## config.mk

```make
export PLATFORM = sky130hd
export DESIGN_NAME = bw_io_ddr_vddcom_mon
export DESIGN_NICKNAME = d
export VERILOG_FILES = /design/src/rtl/bw_io_ddr_pkg.sv /design/src/rtl/bw_io_ddr_sync_ff.sv /design/src/rtl/bw_io_ddr_vddcom_mon.sv
export SDC_FILE = /design/constraint.sdc
export NUM_CORES = 1
export LEC_CHECK = 0
export CORE_UTILIZATION = 52
export DETAILED_ROUTE_END_ITERATION = 6
export PLACE_DENSITY_LB_ADDON = 0.05
export SLEW_MARGIN = 40
export SYNTH_ARGS = -nofsm -noshare
export SYNTH_HDL_FRONTEND = slang
export SYNTH_SLANG_ARGS = --single-unit
```

## constraint.sdc

```tcl
create_clock -name clk -period 2.7 [get_ports clk]
set_input_delay 0.54 -clock clk [delete_from_list [all_inputs] [get_ports clk]]
set_output_delay 0.54 -clock clk [all_outputs]
set_load 0.02 [all_outputs]
```

## src/rtl/bw_io_ddr_pkg.sv

```systemverilog
//------------------------------------------------------------------------------
// Module   : bw_io_ddr_pkg
// Brief    : Shared constants for the DDR vdd_com supply monitor: FSM state
//            encodings and default qualification / drop-out cycle counts.
// Revision : 1.0 - initial release
//------------------------------------------------------------------------------
`default_nettype none

package bw_io_ddr_pkg;

    // Monitor FSM encodings, also presented externally on mon_state
    localparam logic [1:0] c_st_off  = 2'd0;
    localparam logic [1:0] c_st_qual = 2'd1;
    localparam logic [1:0] c_st_req  = 2'd2;
    localparam logic [1:0] c_st_good = 2'd3;

    // Default consecutive-high cycles to qualify power
    localparam int c_deb_cyc_dflt  = 16;
    // Default consecutive-low cycles in GOOD that declare power fail
    localparam int c_drop_cyc_dflt = 4;

endpackage : bw_io_ddr_pkg

`default_nettype wire

```

## src/rtl/bw_io_ddr_sync_ff.sv

```systemverilog
//------------------------------------------------------------------------------
// Module   : bw_io_ddr_sync_ff
// Brief    : Multi-flop synchroniser bringing an asynchronous level into the
//            clk domain. Flops clear to 0 on reset.
// Revision : 1.0 - initial release
//------------------------------------------------------------------------------
`default_nettype none

module bw_io_ddr_sync_ff #(
    parameter int STAGES = 2
) (
    input  logic clk,
    input  logic rst,
    input  logic d,
    output logic q
);

    logic [STAGES-1:0] r_sync;

    // Shift the asynchronous input through the synchroniser chain
    always_ff @(posedge clk or posedge rst) begin
        if (rst) begin
            r_sync <= '0;
        end else begin
            r_sync <= {r_sync[STAGES-2:0], d};
        end
    end

    assign q = r_sync[STAGES-1];

endmodule : bw_io_ddr_sync_ff

`default_nettype wire

```

## src/rtl/bw_io_ddr_vddcom_mon.sv

```systemverilog
//------------------------------------------------------------------------------
// Module   : bw_io_ddr_vddcom_mon
// Brief    : Receive-end qualifier for the DDR vdd_com supply-status line.
//            Synchronises and debounces vdd_com, runs a four-phase req/ack
//            handshake for pad-driver enable, and reports power-good,
//            power-fail pulses and a saturating glitch count.
// Revision : 1.0 - initial release
//------------------------------------------------------------------------------
`default_nettype none

module bw_io_ddr_vddcom_mon
    import bw_io_ddr_pkg::*;
#(
    parameter int SYNC_STAGES = 2,
    parameter int DEB_CYC     = c_deb_cyc_dflt,
    parameter int DROP_CYC    = c_drop_cyc_dflt,
    parameter int CNT_W       = 5,
    parameter int GLITCH_W    = 8
) (
    input  logic                clk,
    input  logic                rst,
    input  logic                vdd_com,
    input  logic                pad_en_ack,
    input  logic                clr_glitch,
    output logic                pad_en_req,
    output logic                pwr_ok,
    output logic                pwr_fail,
    output logic [GLITCH_W-1:0] glitch_cnt,
    output logic [1:0]          mon_state
);

    // Terminal counts: QUAL exits on its DEB_CYC-th high cycle, GOOD drops
    // on its DROP_CYC-th consecutive low cycle.
    localparam logic [CNT_W-1:0]    c_deb_last  = CNT_W'(DEB_CYC - 1);
    localparam logic [CNT_W-1:0]    c_drop_last = CNT_W'(DROP_CYC - 1);
    localparam logic [GLITCH_W-1:0] c_glitch_max = {GLITCH_W{1'b1}};

    logic                w_vdd_s;
    logic [1:0]          r_state;
    logic [1:0]          w_state_nxt;
    logic [CNT_W-1:0]    r_cnt;
    logic [CNT_W-1:0]    w_cnt_nxt;
    logic                w_glitch_inc;
    logic                w_fail;
    logic                w_req_nxt;
    logic                w_ok_nxt;
    logic [GLITCH_W-1:0] w_glitch_nxt;
    logic                r_pad_en_req;
    logic                r_pwr_ok;
    logic                r_pwr_fail;
    logic [GLITCH_W-1:0] r_glitch_cnt;

    bw_io_ddr_sync_ff #(
        .STAGES (SYNC_STAGES)
    ) u_sync (
        .clk (clk),
        .rst (rst),
        .d   (vdd_com),
        .q   (w_vdd_s)
    );

    // State and debounce/drop counter registers
    always_ff @(posedge clk or posedge rst) begin
        if (rst) begin
            r_state <= c_st_off;
            r_cnt   <= '0;
        end else begin
            r_state <= w_state_nxt;
            r_cnt   <= w_cnt_nxt;
        end
    end

    // Next-state, counter and event decode from the synchronised supply level
    always_comb begin
        w_state_nxt  = r_state;
        w_cnt_nxt    = r_cnt;
        w_glitch_inc = 1'b0;
        w_fail       = 1'b0;
        case (r_state)
            c_st_off: begin
                w_cnt_nxt = '0;
                // A stale ack from a previous session blocks requalification
                if (w_vdd_s && !pad_en_ack) begin
                    w_state_nxt = c_st_qual;
                end
            end
            c_st_qual: begin
                if (!w_vdd_s) begin
                    w_state_nxt  = c_st_off;
                    w_cnt_nxt    = '0;
                    w_glitch_inc = 1'b1;
                end else if (r_cnt == c_deb_last) begin
                    w_state_nxt = c_st_req;
                    w_cnt_nxt   = '0;
                end else begin
                    w_cnt_nxt = r_cnt + 1'b1;
                end
            end
            c_st_req: begin
                w_cnt_nxt = '0;
                // Supply loss outranks a coincident ack
                if (!w_vdd_s) begin
                    w_state_nxt  = c_st_off;
                    w_fail       = 1'b1;
                    w_glitch_inc = 1'b1;
                end else if (pad_en_ack) begin
                    w_state_nxt = c_st_good;
                end
            end
            c_st_good: begin
                // Ack dropping here is a protocol error and deliberately ignored
                if (!w_vdd_s) begin
                    if (r_cnt == c_drop_last) begin
                        w_state_nxt = c_st_off;
                        w_cnt_nxt   = '0;
                        w_fail      = 1'b1;
                    end else begin
                        w_cnt_nxt = r_cnt + 1'b1;
                    end
                end else if (r_cnt != '0) begin
                    w_cnt_nxt    = '0;
                    w_glitch_inc = 1'b1;
                end
            end
            default: begin
                w_state_nxt = c_st_off;
                w_cnt_nxt   = '0;
            end
        endcase
    end

    // Output decode from next state so registered outputs align with state
    always_comb begin
        w_req_nxt = (w_state_nxt == c_st_req) || (w_state_nxt == c_st_good);
        w_ok_nxt  = (w_state_nxt == c_st_good);
        if (clr_glitch) begin
            w_glitch_nxt = '0;
        end else if (w_glitch_inc && (r_glitch_cnt != c_glitch_max)) begin
            w_glitch_nxt = r_glitch_cnt + 1'b1;
        end else begin
            w_glitch_nxt = r_glitch_cnt;
        end
    end

    // Output registers
    always_ff @(posedge clk or posedge rst) begin
        if (rst) begin
            r_pad_en_req <= 1'b0;
            r_pwr_ok     <= 1'b0;
            r_pwr_fail   <= 1'b0;
            r_glitch_cnt <= '0;
        end else begin
            r_pad_en_req <= w_req_nxt;
            r_pwr_ok     <= w_ok_nxt;
            r_pwr_fail   <= w_fail;
            r_glitch_cnt <= w_glitch_nxt;
        end
    end

    assign pad_en_req = r_pad_en_req;
    assign pwr_ok     = r_pwr_ok;
    assign pwr_fail   = r_pwr_fail;
    assign glitch_cnt = r_glitch_cnt;
    assign mon_state  = r_state;

endmodule : bw_io_ddr_vddcom_mon

`default_nettype wire

```

==> Yosys cells after proc, flatten, opt, wreduce, memory -nomap -nowiden <==
Cells that the tools add are included.
{ "classes": {"addsub": 2, "n_eq_ne": 9, "mux": 23, "reduce_logical": 9} }
{ "op_table": {"columns": ["operator", "count"], "rows": [
  ["$mux 5", 5],
  ["$mux 8", 2],
  ["$pmux 5 s3", 1],
  ["$mux 2", 7],
  ["$add 8x1->8 const B", 1],
  ["$eq 2x2->1 const B", 4],
  ["$ne 8x8->1 const B", 1],
  ["$pmux 2 s4", 1],
  ["$add 5x1->5 const B", 1],
  ["$eq 5x2->1 const B", 1],
  ["$eq 5x4->1 const B", 1],
  ["$mux 1", 5],
  ["$reduce_bool 5->1", 1],
  ["$pmux 1 s2", 2],
  ["$reduce_or 2->1", 2],
  ["$ne 3x3->1 const B", 1],
  ["$eq 2x1->1 const B", 1],
  ["$logic_and 1x1->1", 2],
  ["$logic_not 2->1", 1],
  ["$reduce_bool 2->1", 1],
  ["$logic_not 1->1", 1],
  ["$logic_or 1x1->1", 1]
]} }
{ "totals": {"reg_bits": 20, "in_bits": 5, "out_inout_bits": 13} }

==> Logic depth before layout (Yosys ltp) <==
Gate-level depths: netlist of run 1.
{ "logic_depth": {"word_depth": 7, "ltp_mapped": 8, "ltp_nobuf": 8} }

==> By module <==
From an unflattened synthesis of run 1, not the netlist that was laid out.
{ "unflattened": {"hier_cells": 121, "area_unflattened_um2": 1226.2} }
{ "by_module_without_submodules": {"columns": ["mod", "instances", "cells_per_inst", "area_per_inst_um2"], "rows": [
  ["bw_io_ddr_vddcom_mon", 1, 118, 1172.4],
  ["bw_io_ddr_sync_ff", 1, 3, 53.8]
]} }

==> Worst setup path before layout of run 1 <==
OpenSTA, ideal clock, no wires.
{ "synth_path": {"kind": "register -> register", "startpoint": "reg r_state[1] (netlist: mon_state[1])", "endpoint": "reg r_glitch_cnt[3] (netlist: glitch_cnt[3])", "setup_time_ns": 0.078, "arrival_time_ns": 2.074, "slack_ns": 0.548, "stages_incl_launch_ff": 8, "n_path_buf": 2, "synth_period_minus_slack_ns": 2.152, "cell_sequence": "dfrtp_1 inv_1 ha_1 clkbuf_1 o32a_1 buf_6 or4_1 a21oi_1"} }
{ "synth_via": {"elab_chain_cells": 5} }
{ "synth_rtl": {"columns": ["item", "line", "text"], "rows": [
  ["start: declaration", "bw_io_ddr_vddcom_mon.sv:39", "logic [1:0] r_state;"],
  ["start signal: assignment", "bw_io_ddr_vddcom_mon.sv:65", "r_state <= c_st_off;"],
  ["start signal: assignment", "bw_io_ddr_vddcom_mon.sv:68", "r_state <= w_state_nxt;"],
  ["$eq 2x2->1 or $eq 2x1->1 (tied branches)", "bw_io_ddr_vddcom_mon.sv:79", "case (r_state)"],
  ["$reduce_or 2->1 (no line)", null, null],
  ["$pmux 1 s2 (*)", "bw_io_ddr_vddcom_mon.sv:79", null],
  ["$logic_and 1x1->1 (*)", "bw_io_ddr_vddcom_mon.sv:138", "end else if (w_glitch_inc && (r_glitch_cnt != c_glitch_max)) begin"],
  ["$reduce_bool 2->1 (no line) (*)", null, null],
  ["end signal: assignment", "bw_io_ddr_vddcom_mon.sv:156", "r_glitch_cnt <= w_glitch_nxt;"],
  ["end: declaration", "bw_io_ddr_vddcom_mon.sv:51", "logic [GLITCH_W-1:0] r_glitch_cnt;"]
]} }
Every way passes the cells marked *; elsewhere a longest branch is shown, timed or not.
A chain may end at the register's enable or synchronous reset.

==> Worst setup path after layout of run 1 <==
{ "layout_path": {"startpoint": "reg r_state[1] (netlist: mon_state[1])", "endpoint": "reg r_glitch_cnt[6] (netlist: glitch_cnt[6])"} }
Same word-level chain as after synthesis.

==> results of run 1 <==
==> cell usage after synthesis (2+ instances only) <==
cell type  instances  share of area, %
and2_1             2               1.1
o21ai_0            5               2.1
o31ai_1            4               2.6
and3_1             2               1.1
nor4b_1            2               1.5
nor3_1             2              0.85
nand4_1            2               1.1
a21oi_1           10               4.3
ha_1               9               9.6
or4_1              4               2.6
inv_1             10               3.2
or4b_1             2               1.7
nand3b_1           2               1.3
o32a_1             2               1.7
clkbuf_1           3              0.96
nand2b_1           4               2.1
a32oi_1            2               1.5
nand3_1            8               3.4
nand2_1            3              0.96
dfrtp_1           20                43
nor2_1             8               2.6
==> layout make-up <==
| type | instances | area (sq um) | area share, % |
|---|---|---|---|
| Multi-Input combinational cell | 86 | 606 | 43.3 |
| Timing Repair Buffer | 17 | 170 | 12.2 |
| Inverter | 10 | 37.5 | 2.68 |
| Clock inverter | 1 | 30.0 | 2.14 |
| Sequential cell | 20 | 500 | 35.7 |
| Tap cell | 27 | 33.8 | 2.41 |
| Clock buffer | 3 | 22.5 | 1.61 |
==> stage by stage <==
step | utilization [%] | cells | setup WS [ns]
finish | 68.6 | 164 | 0.454
global route | 68.6 | 164 | 0.348
CTS | 68.6 | 164 | 0.494
detailed placement | 66.0 | 160 | 0.517
global placement | 66.0 | 160 | 0.579
floorplan | - | 122 | 0.548
==> metal layers <==
layer  global-route usage, %  part of all wire [%]  up-vias
met3                    4.01                   2.8        2
met4                    5.71                  0.43        0
met2                    35.6                    49       15
met5                       0                     0        -
li1                        -                     -      482
met1                    27.0                    48      468
==> cells in the final DEF (no fill, tap or decap), drive strengths merged, types with 3 or more instances in the layout <==
master         netlist  final
nand2b               4      4
o31ai                4      4
clkbuf               3      3
a21oi               10     10
clkdlybuf4s50        0     17
nand2                3      3
nand3                8      8
ha                   9      9
dfrtp               20     20
or4                  4      4
inv                 10     10
nor2                 8      8
o21ai                5      5
==> path summary, 6_finish.rpt <==
path,end,slack [ns]
max,glitch_cnt[6],0.45
max reg2reg,glitch_cnt[6],0.45
min in group asynchronous,glitch_cnt[5],0.56
max in group asynchronous,glitch_cnt[1],1.84
min reg2reg,u_sync.r_sync[1],0.37
min,u_sync.r_sync[1],0.37
==> kinds of logic (layout without fill, tap and decap cells) <==
family | Yosys count | in the layout
flip-flops | 20 | 20
XOR/XNOR | 1 | 1
multiplexers | 2 | 2
adder cells (fa/ha/maj) | 9 | 9
AND/OR/NAND/NOR | 44 | 44
buffers and inverters | 16 | 31
AO/OA/AOI/OAI | 30 | 30
==> worst reg2reg max path, cell delays in order, from the launching register on <==
cell and delay [ns]:
dfrtp_1 0.48, ha_1 0.36, nand2_1 0.11, o32a_1 0.47, or4b_1 0.55, and3b_1 0.19
==> sequential cells by signal, indices dropped and copies added, names as in the netlist <==
name           flops
pwr_fail           1
mon_state          2
glitch_cnt         8
r_cnt              5
pad_en_req         1
pwr_ok             1
u_sync.r_sync      2
==> power groups by stage <==
stage	Combinational (mW)	Clock (mW)	Sequential, mW
finish	0.178	0.244	0.335
detailed placement	0.177	0	0.341
global placement	0.170	0	0.340
global route	0.198	0.259	0.339
CTS	0.178	0.252	0.335
floorplan	0.119	0	0.347
==> flow_metrics.tcl, run 1 <==
set metrics [dict create \
    fin_setup_tns_ns 0 \
    criticalPathCategory "reg -> reg" \
    period_share_pct 83.2 \
    dp_hpwl_mm 1.66 \
    grt_pass1_wl_mm 3.95 \
    area_delta_synth_final_pct 19.2 \
    reg2reg_from "mon_state[1]" \
    finish.instance_area_sq_um 1400 \
    peakVddDrop_mv 0.428 \
    critPathMaxFanout 13 \
    overflow 0 \
    crit_arrival_ns 2.45 \
    clock_skew_ns 0.0104 \
    totalWireLength_mm 2.34 \
    synth_enable_flop_cells 0 \
    powerDensity_nw_per_um2 540 \
    nFillCells 172 \
    total_power_mw 0.756 \
    place_area_sq_um 1350 \
    route.detailed.drc 0 \
    async_flop_share_pct 100 \
    portBuffers 17 \
    ys.flop_type "dfrtp_1" \
    drive_gt1_share_pct 5.11 \
    synth_top_family_by_area "simple AND/OR/NAND/NOR gates" \
    path_cells "ha_1, nand2_1, o32a_1, or4b_1, and3b_1" \
    cp_data_required_time_ns 2.91 \
    die_height_um 49.5 \
    netlist_instances 122 \
    grt_usage_pct 20.9 \
    cts.sinks 20 \
    ctsHoldBuffers 0 \
    min_path_cells 0 \
    max_freq_ghz 0.445 \
    cp_top_family "simple AND/OR/NAND/NOR gates" \
    cpPeakStageDelay_ns 0.54 \
    outcome "complete, no violations" \
    ys_seq_area_share_pct 42.6 \
    cts_made_buffers 3 \
    core_sq_um 2040 \
    synth_nets 136 \
    switching_share_pct 28.5 \
    post_cts.repair.setup_buffers 0 \
    first_global_vias 930 \
    tritoncts "yes" \
    diodes 0 \
    first_pass_iters 4 \
    cpMaxStageDelayCell "or4b_1" \
    worstMarginPinSlew_ns 0.619 \
    rr_worst_depth 5 \
    finalMaxSlewViolations 0 \
    setup_viol 0 \
    insertion_delay_ns 0.30 \
    min_from "u_sync.r_sync[0]" \
    power_frac_comb_pct 23.5 \
    synth_compound_area_share_pct 17.5 \
    htreeDepth 1 \
    hold_viol_final 0 \
    startpoint_type "register" \
    antenna_found_initial 0 \
    antenna_left 0 \
    vias_per_cell 5.90 \
    initial_core_util_pct 57.5 \
    drv_cap 0 \
    ioPinCount 18 \
    grt_start_max_net_pins 21 \
    leakage_nw 0.579 \
    core.rowCount 16 \
    cts_buffer_depth 2 \
    max_slew_margin_pct 58.2 \
    rsz0062_at_grt "false" \
    drt_iter0_markers 26 \
    fin_hold_ws_ns 0.368 \
    hp-class "reg -> reg" \
    nNetsFinal 152 \
    cp.depth 5 \
    power_frac_seq_pct 44.3 \
    startpoint "mon_state[1]" \
    muxShareOfSynthArea_pct 1.81 \
    synth_cell_types 37 \
    power_frac_clock_pct 32.2 \
    synth_area_sq_um 1170 \
    gp_congestion 0.797 \
    die_w_um 49.5 \
    crit_path_end_kind "register" \
    ys_warn_count 0 \
    switching_power_mw 0.215 \
    yosys.area_share.simple_pct 21.9 \
    cts.clk_slew.worst_paths_ns 0.12 \
    wl_per_cell_um 14.3 \
    avgSynthCellArea_sq_um 9.63 \
    synth_xor_area_share_pct 0.745 \
    die_area_sq_um 2450 \
    post_cts_resized 0 \
    vias 967 \
    synth-adder-area-share_pct 9.58 \
    intPower_mw 0.541 \
    critPathBufInv 0 \
    period_minus_slack_ns 2.25 \
    ys_ff_latch 20 \
    root_buffer "clkbuf_4" \
]
(Power assumes the default switching activity.)
==> run 2, diff against run 1 <==
- CORE_UTILIZATION: 52 -> 47
- clock period: 2.7 -> 2.06 ns (I/O delays scaled with it)
==> flow_metrics.tcl, run 2 (synthesized netlist as in run 1, its figures left out) <==
set metrics [dict create \
    hp-class "reg -> reg" \
    peakVddDrop_mv 0.354 \
    r2r_slack_ns 0.07 \
    htreeDepth 1 \
    met3_usage_pct 3.80 \
    core_sq_um 2280 \
    overflow 0 \
    cp_data_required_time_ns 2.26 \
    first_global_vias 974 \
    insertion_delay_ns 0.29 \
    reg2reg_from "mon_state[0]" \
    max_freq_ghz 0.502 \
    area_delta_synth_final_pct 23.3 \
    route.detailed.drc 0 \
    grt_usage_pct 20.6 \
    place_area_sq_um 1400 \
    grt_pass1_wl_mm 4.11 \
    die_w_um 52.0 \
    finalMaxSlewViolations 0 \
    fin_setup_tns_ns 0 \
    root_buffer "clkbuf_4" \
    hold_viol_final 0 \
    totalWireLength_mm 2.43 \
    setup_ws_ns 0.0670 \
    clock_skew_ns 0.00337 \
    rsz0062_at_grt "false" \
    dp_hpwl_mm 1.79 \
    grt-busiest-layer "met2" \
    powerDensity_nw_per_um2 641 \
    die_height_um 52.0 \
    gp_congestion 0.790 \
    crit_arrival_ns 2.19 \
    max_slew_margin_pct 61.0 \
    ioPinCount 18 \
    worstMarginPinSlew_ns 0.583 \
    cts.clk_slew.worst_paths_ns 0.11 \
    nNetsFinal 159 \
    core.rowCount 17 \
    grt_start_max_net_pins 21 \
    leakage_nw 0.605 \
    outcome "complete, no violations" \
    timing.rr.end "glitch_cnt[6]" \
    vias 1010 \
    first_pass_iters 4 \
    startpoint "mon_state[0]" \
    layout_common_cells "dfrtp_1 (18), clkdlybuf4s50_1 (17), a21oi_1 (10), inv_1 (10), ha_1 (9)" \
    antenna_left 0 \
    wl_per_cell_um 14.1 \
    drive_gt1_share_pct 11.8 \
    final_common_cell "dfrtp_1" \
    drv_cap 0 \
    cts_made_buffers 3 \
    cts.sinks 20 \
    critPathMaxFanout 10 \
    vias_per_cell 5.87 \
    criticalPathCategory "reg -> reg" \
    period_share_pct 96.7 \
    setup_viol 0 \
    die_area_sq_um 2700 \
    antenna_found_initial 0 \
    cts_buffer_depth 2 \
    largest_reg_flops 8 \
    finish.instance_area_sq_um 1450 \
    endpoint "glitch_cnt[6]" \
    pre_cts_slack_ns 0.0215 \
    drt_iter0_markers 27 \
    finish.utilization_pct 63.7 \
    met1_usage_pct 25.1 \
    met2_usage_pct 35.0 \
    startpoint_type "register" \
    portBuffers 17 \
    period_minus_slack_ns 1.99 \
    tritoncts "yes" \
    crit_path_end_kind "register" \
    initial_core_util_pct 51.6 \
    rr_worst_depth 5 \
    diodes 0 \
]
[run 2: metrics by stage]
stage | hold WS, ns | power [mW] | cells
2_1_floorplan | 0.331 | 0.613 | 122
3_3_place_gp | 0.332 | 0.699 | 167
3_5_place_dp | 0.336 | 0.708 | 167
4_1_cts | 0.363 | 0.937 | 171
5_1_grt | 0.367 | 0.996 | 172
6_report | 0.359 | 0.929 | 172
[run 2: per-layer routing]
metal  up-vias  routed length, um
met3         2                 65
met4         0                 17
met2        19               1220
met5         -                  0
li1        493                  -
met1       496               1130
[run 2: layout make-up]
cell class	count	area (sq um)
clock buffer	4	36.3
fill	176	827
inverter	10	37.5
multi-input combinational	86	614
sequential	20	503
tap	28	35.0
timing repair buffer	24	223
[run 2: power breakdown]
group	internal (mW)	switching, mW
Combinational	0.124	0.142
Clock	0.108	0.116
Sequential	0.415	0.0248
[run 2: worst max-delay path, cell delays in order, from the launching register on]
cell     delay [ns]
dfrtp_2        0.42
inv_1          0.08
ha_1           0.23
o32a_2         0.47
or4b_1         0.51
and3b_1        0.18
[run 2: what timing repair did]
action                     CTS  global route
setup endpoints to repair    0             7
hold buffers                 0             0
buffers inserted             0             1
resized for setup            0             2
[run 2: how the worst min path moves through the flow]
stage	startpoint	end	slack [ns]	cells after the start
after floorplan	u_sync.r_sync[0]	u_sync.r_sync[1]	0.33	0
final	u_sync.r_sync[0]	u_sync.r_sync[1]	0.36	0
after global placement	u_sync.r_sync[0]	u_sync.r_sync[1]	0.33	0
after detailed placement	u_sync.r_sync[0]	u_sync.r_sync[1]	0.34	0
after global routing	u_sync.r_sync[0]	u_sync.r_sync[1]	0.37	0
after CTS	u_sync.r_sync[0]	u_sync.r_sync[1]	0.36	0
==> run 3, diff against run 2 <==
- SKIP_LAST_GASP: default -> 1
- clock period: 2.06 -> 1.8 ns (I/O delays scaled with it)
==> flow_metrics.tcl, run 3 (synthesized netlist as in run 1, its figures left out) <==
set metrics [dict create \
    largest_reg_flops 8 \
    finish.utilization_pct 74.0 \
    max_freq_ghz 0.522 \
    intPower_mw 0.929 \
    overflow 0 \
    grt_start_max_net_pins 21 \
    top_layer_used "met4" \
    diodes 0 \
    cts.clk_slew.worst_paths_ns 0.13 \
    wl_per_cell_um 14.8 \
    startpoint_type "register" \
    crit_path_end_kind "register" \
    first_pass_iters 4 \
    antenna_found_initial 0 \
    cpMaxStageDelayCell "or4_1" \
    place_area_sq_um 1530 \
    final_common_cell "buf_4" \
    core_sq_um 2280 \
    setup_ws_ns -0.114 \
    cp.depth 7 \
    crit_arrival_ns 2.16 \
    met1_length_mm 1.26 \
    power_frac_comb_pct 32.7 \
    finalMaxSlewViolations 0 \
    die_area_sq_um 2700 \
    setup_viol 9 \
    die_height_um 52.0 \
    critPathBufInv 2 \
    leakage_nw 0.795 \
    dp_hpwl_mm 2.05 \
    power_frac_seq_pct 38.7 \
    peakVddDrop_mv 0.624 \
    layout_common_cells "buf_4 (24), dfrtp_1 (18), clkdlybuf4s50_1 (12)" \
    portBuffers 17 \
    rsz0062_at_grt "true" \
    nNetsFinal 176 \
    critPathMaxFanout 6 \
    cts_buffer_depth 2 \
    hold_viol_final 0 \
    switching_share_pct 28.7 \
    root_buffer "clkbuf_4" \
    antenna_left 0 \
    cp_top_family "simple AND/OR/NAND/NOR gates" \
    drive_gt1_share_pct 30.4 \
    violations "setup timing" \
    switching_power_mw 0.375 \
    power_frac_clock_pct 28.6 \
    cpPeakStageDelay_ns 0.43 \
    route.met2.wl_mm 1.45 \
    tritoncts "yes" \
    grt_usage_pct 24.0 \
    insertion_delay_ns 0.30 \
    route.met3.wl_um 83 \
    period_share_pct 106 \
    drt_iter0_markers 23 \
    drv_cap 0 \
    cts.sinks 20 \
    die_w_um 52.0 \
    vias_per_cell 5.74 \
    path_cells "inv_1, ha_2, nor4b_4, o32a_1, buf_4, or4_1, a21oi_2" \
    cts_made_buffers 3 \
    totalWireLength_mm 2.80 \
    fin_hold_ws_ns 0.368 \
    gp_congestion 0.868 \
    core.rowCount 17 \
    vias 1085 \
    nFillCells 173 \
    initial_core_util_pct 51.6 \
    cp_data_required_time_ns 2.04 \
    area_delta_synth_final_pct 43.3 \
    htreeDepth 1 \
    outcome "finished, violations left" \
    powerDensity_nw_per_um2 774 \
    route.detailed.drc 0 \
    criticalPathCategory "reg -> reg" \
    worstMarginPinSlew_ns 0.502 \
    clock_skew_ns 0.00972 \
    hp-class "in -> async" \
    max_slew_margin_pct 66.5 \
    fin_setup_tns_ns -0.633 \
    rr_worst_depth 7 \
    period_minus_slack_ns 1.91 \
    first_global_vias 1112 \
    ioPinCount 18 \
    finish.instance_area_sq_um 1680 \
    grt_pass1_wl_mm 4.77 \
]
==> run 3: timing repair <==
item	4_1_cts	5_1_grt
hold buffers	0	0
endpoints found under the hold margin	0	0
endpoints found under the setup margin	12	17
resized for setup	11	9
pin swaps	4	1
buffers inserted	3	0
==> run 3: final timing paths <==
| path | from | end | slack, ns |
|---|---|---|---|
| setup / recovery | r_cnt[1] | glitch_cnt[5] | -0.11 |
| min in group clk | u_sync.r_sync[0] | u_sync.r_sync[1] | 0.37 |
| hold reg to reg | u_sync.r_sync[0] | u_sync.r_sync[1] | 0.37 |
| setup reg to reg | r_cnt[1] | glitch_cnt[5] | -0.11 |
| hold / removal | rst | glitch_cnt[6] | 0.37 |
| max in group asynchronous | rst | mon_state[1] | 1.20 |
==> run 3: power by group through the flow <==
stage          Combinational [mW]  Clock [mW]  Sequential [mW]
3_5_place_dp                0.377           0            0.513
2_1_floorplan               0.220           0            0.529
6_report                    0.426       0.373            0.504
5_1_grt                     0.475       0.394            0.509
3_3_place_gp                0.364           0            0.512
4_1_cts                     0.427       0.378            0.505
==> run 3: cell type report <==
type / instances / area, sq um / area share (%)
timing repair buffer: 41 / 359 / 21.3
clock inverter: 1 / 30.0 / 1.78
tap: 28 / 35.0 / 2.08
clock buffer: 3 / 22.5 / 1.34
sequential: 20 / 503 / 29.9
inverter: 10 / 37.5 / 2.23
multi-input combinational: 86 / 697 / 41.4
==> run 3: worst min-delay path, cell delays in order <==
cell and delay (ns):
clkdlybuf4s50_1 0.40, inv_1 0.05, buf_4 0.26
==> run 3: through the flow <==
stage | power (mW) | cells | setup WS [ns]
finish | 1.30 | 189 | -0.114
CTS | 1.31 | 189 | -0.104
detailed placement | 0.890 | 182 | -0.177
floorplan | 0.749 | 122 | -0.157
global route | 1.38 | 189 | -0.206
global placement | 0.875 | 182 | -0.134
==> run 3: per-layer routing <==
layer	global-route usage (%)	vias up
li1	-	528
met1	29.4	533
met2	41.2	22
met3	4.39	2
met4	9.01	0
met5	0	-
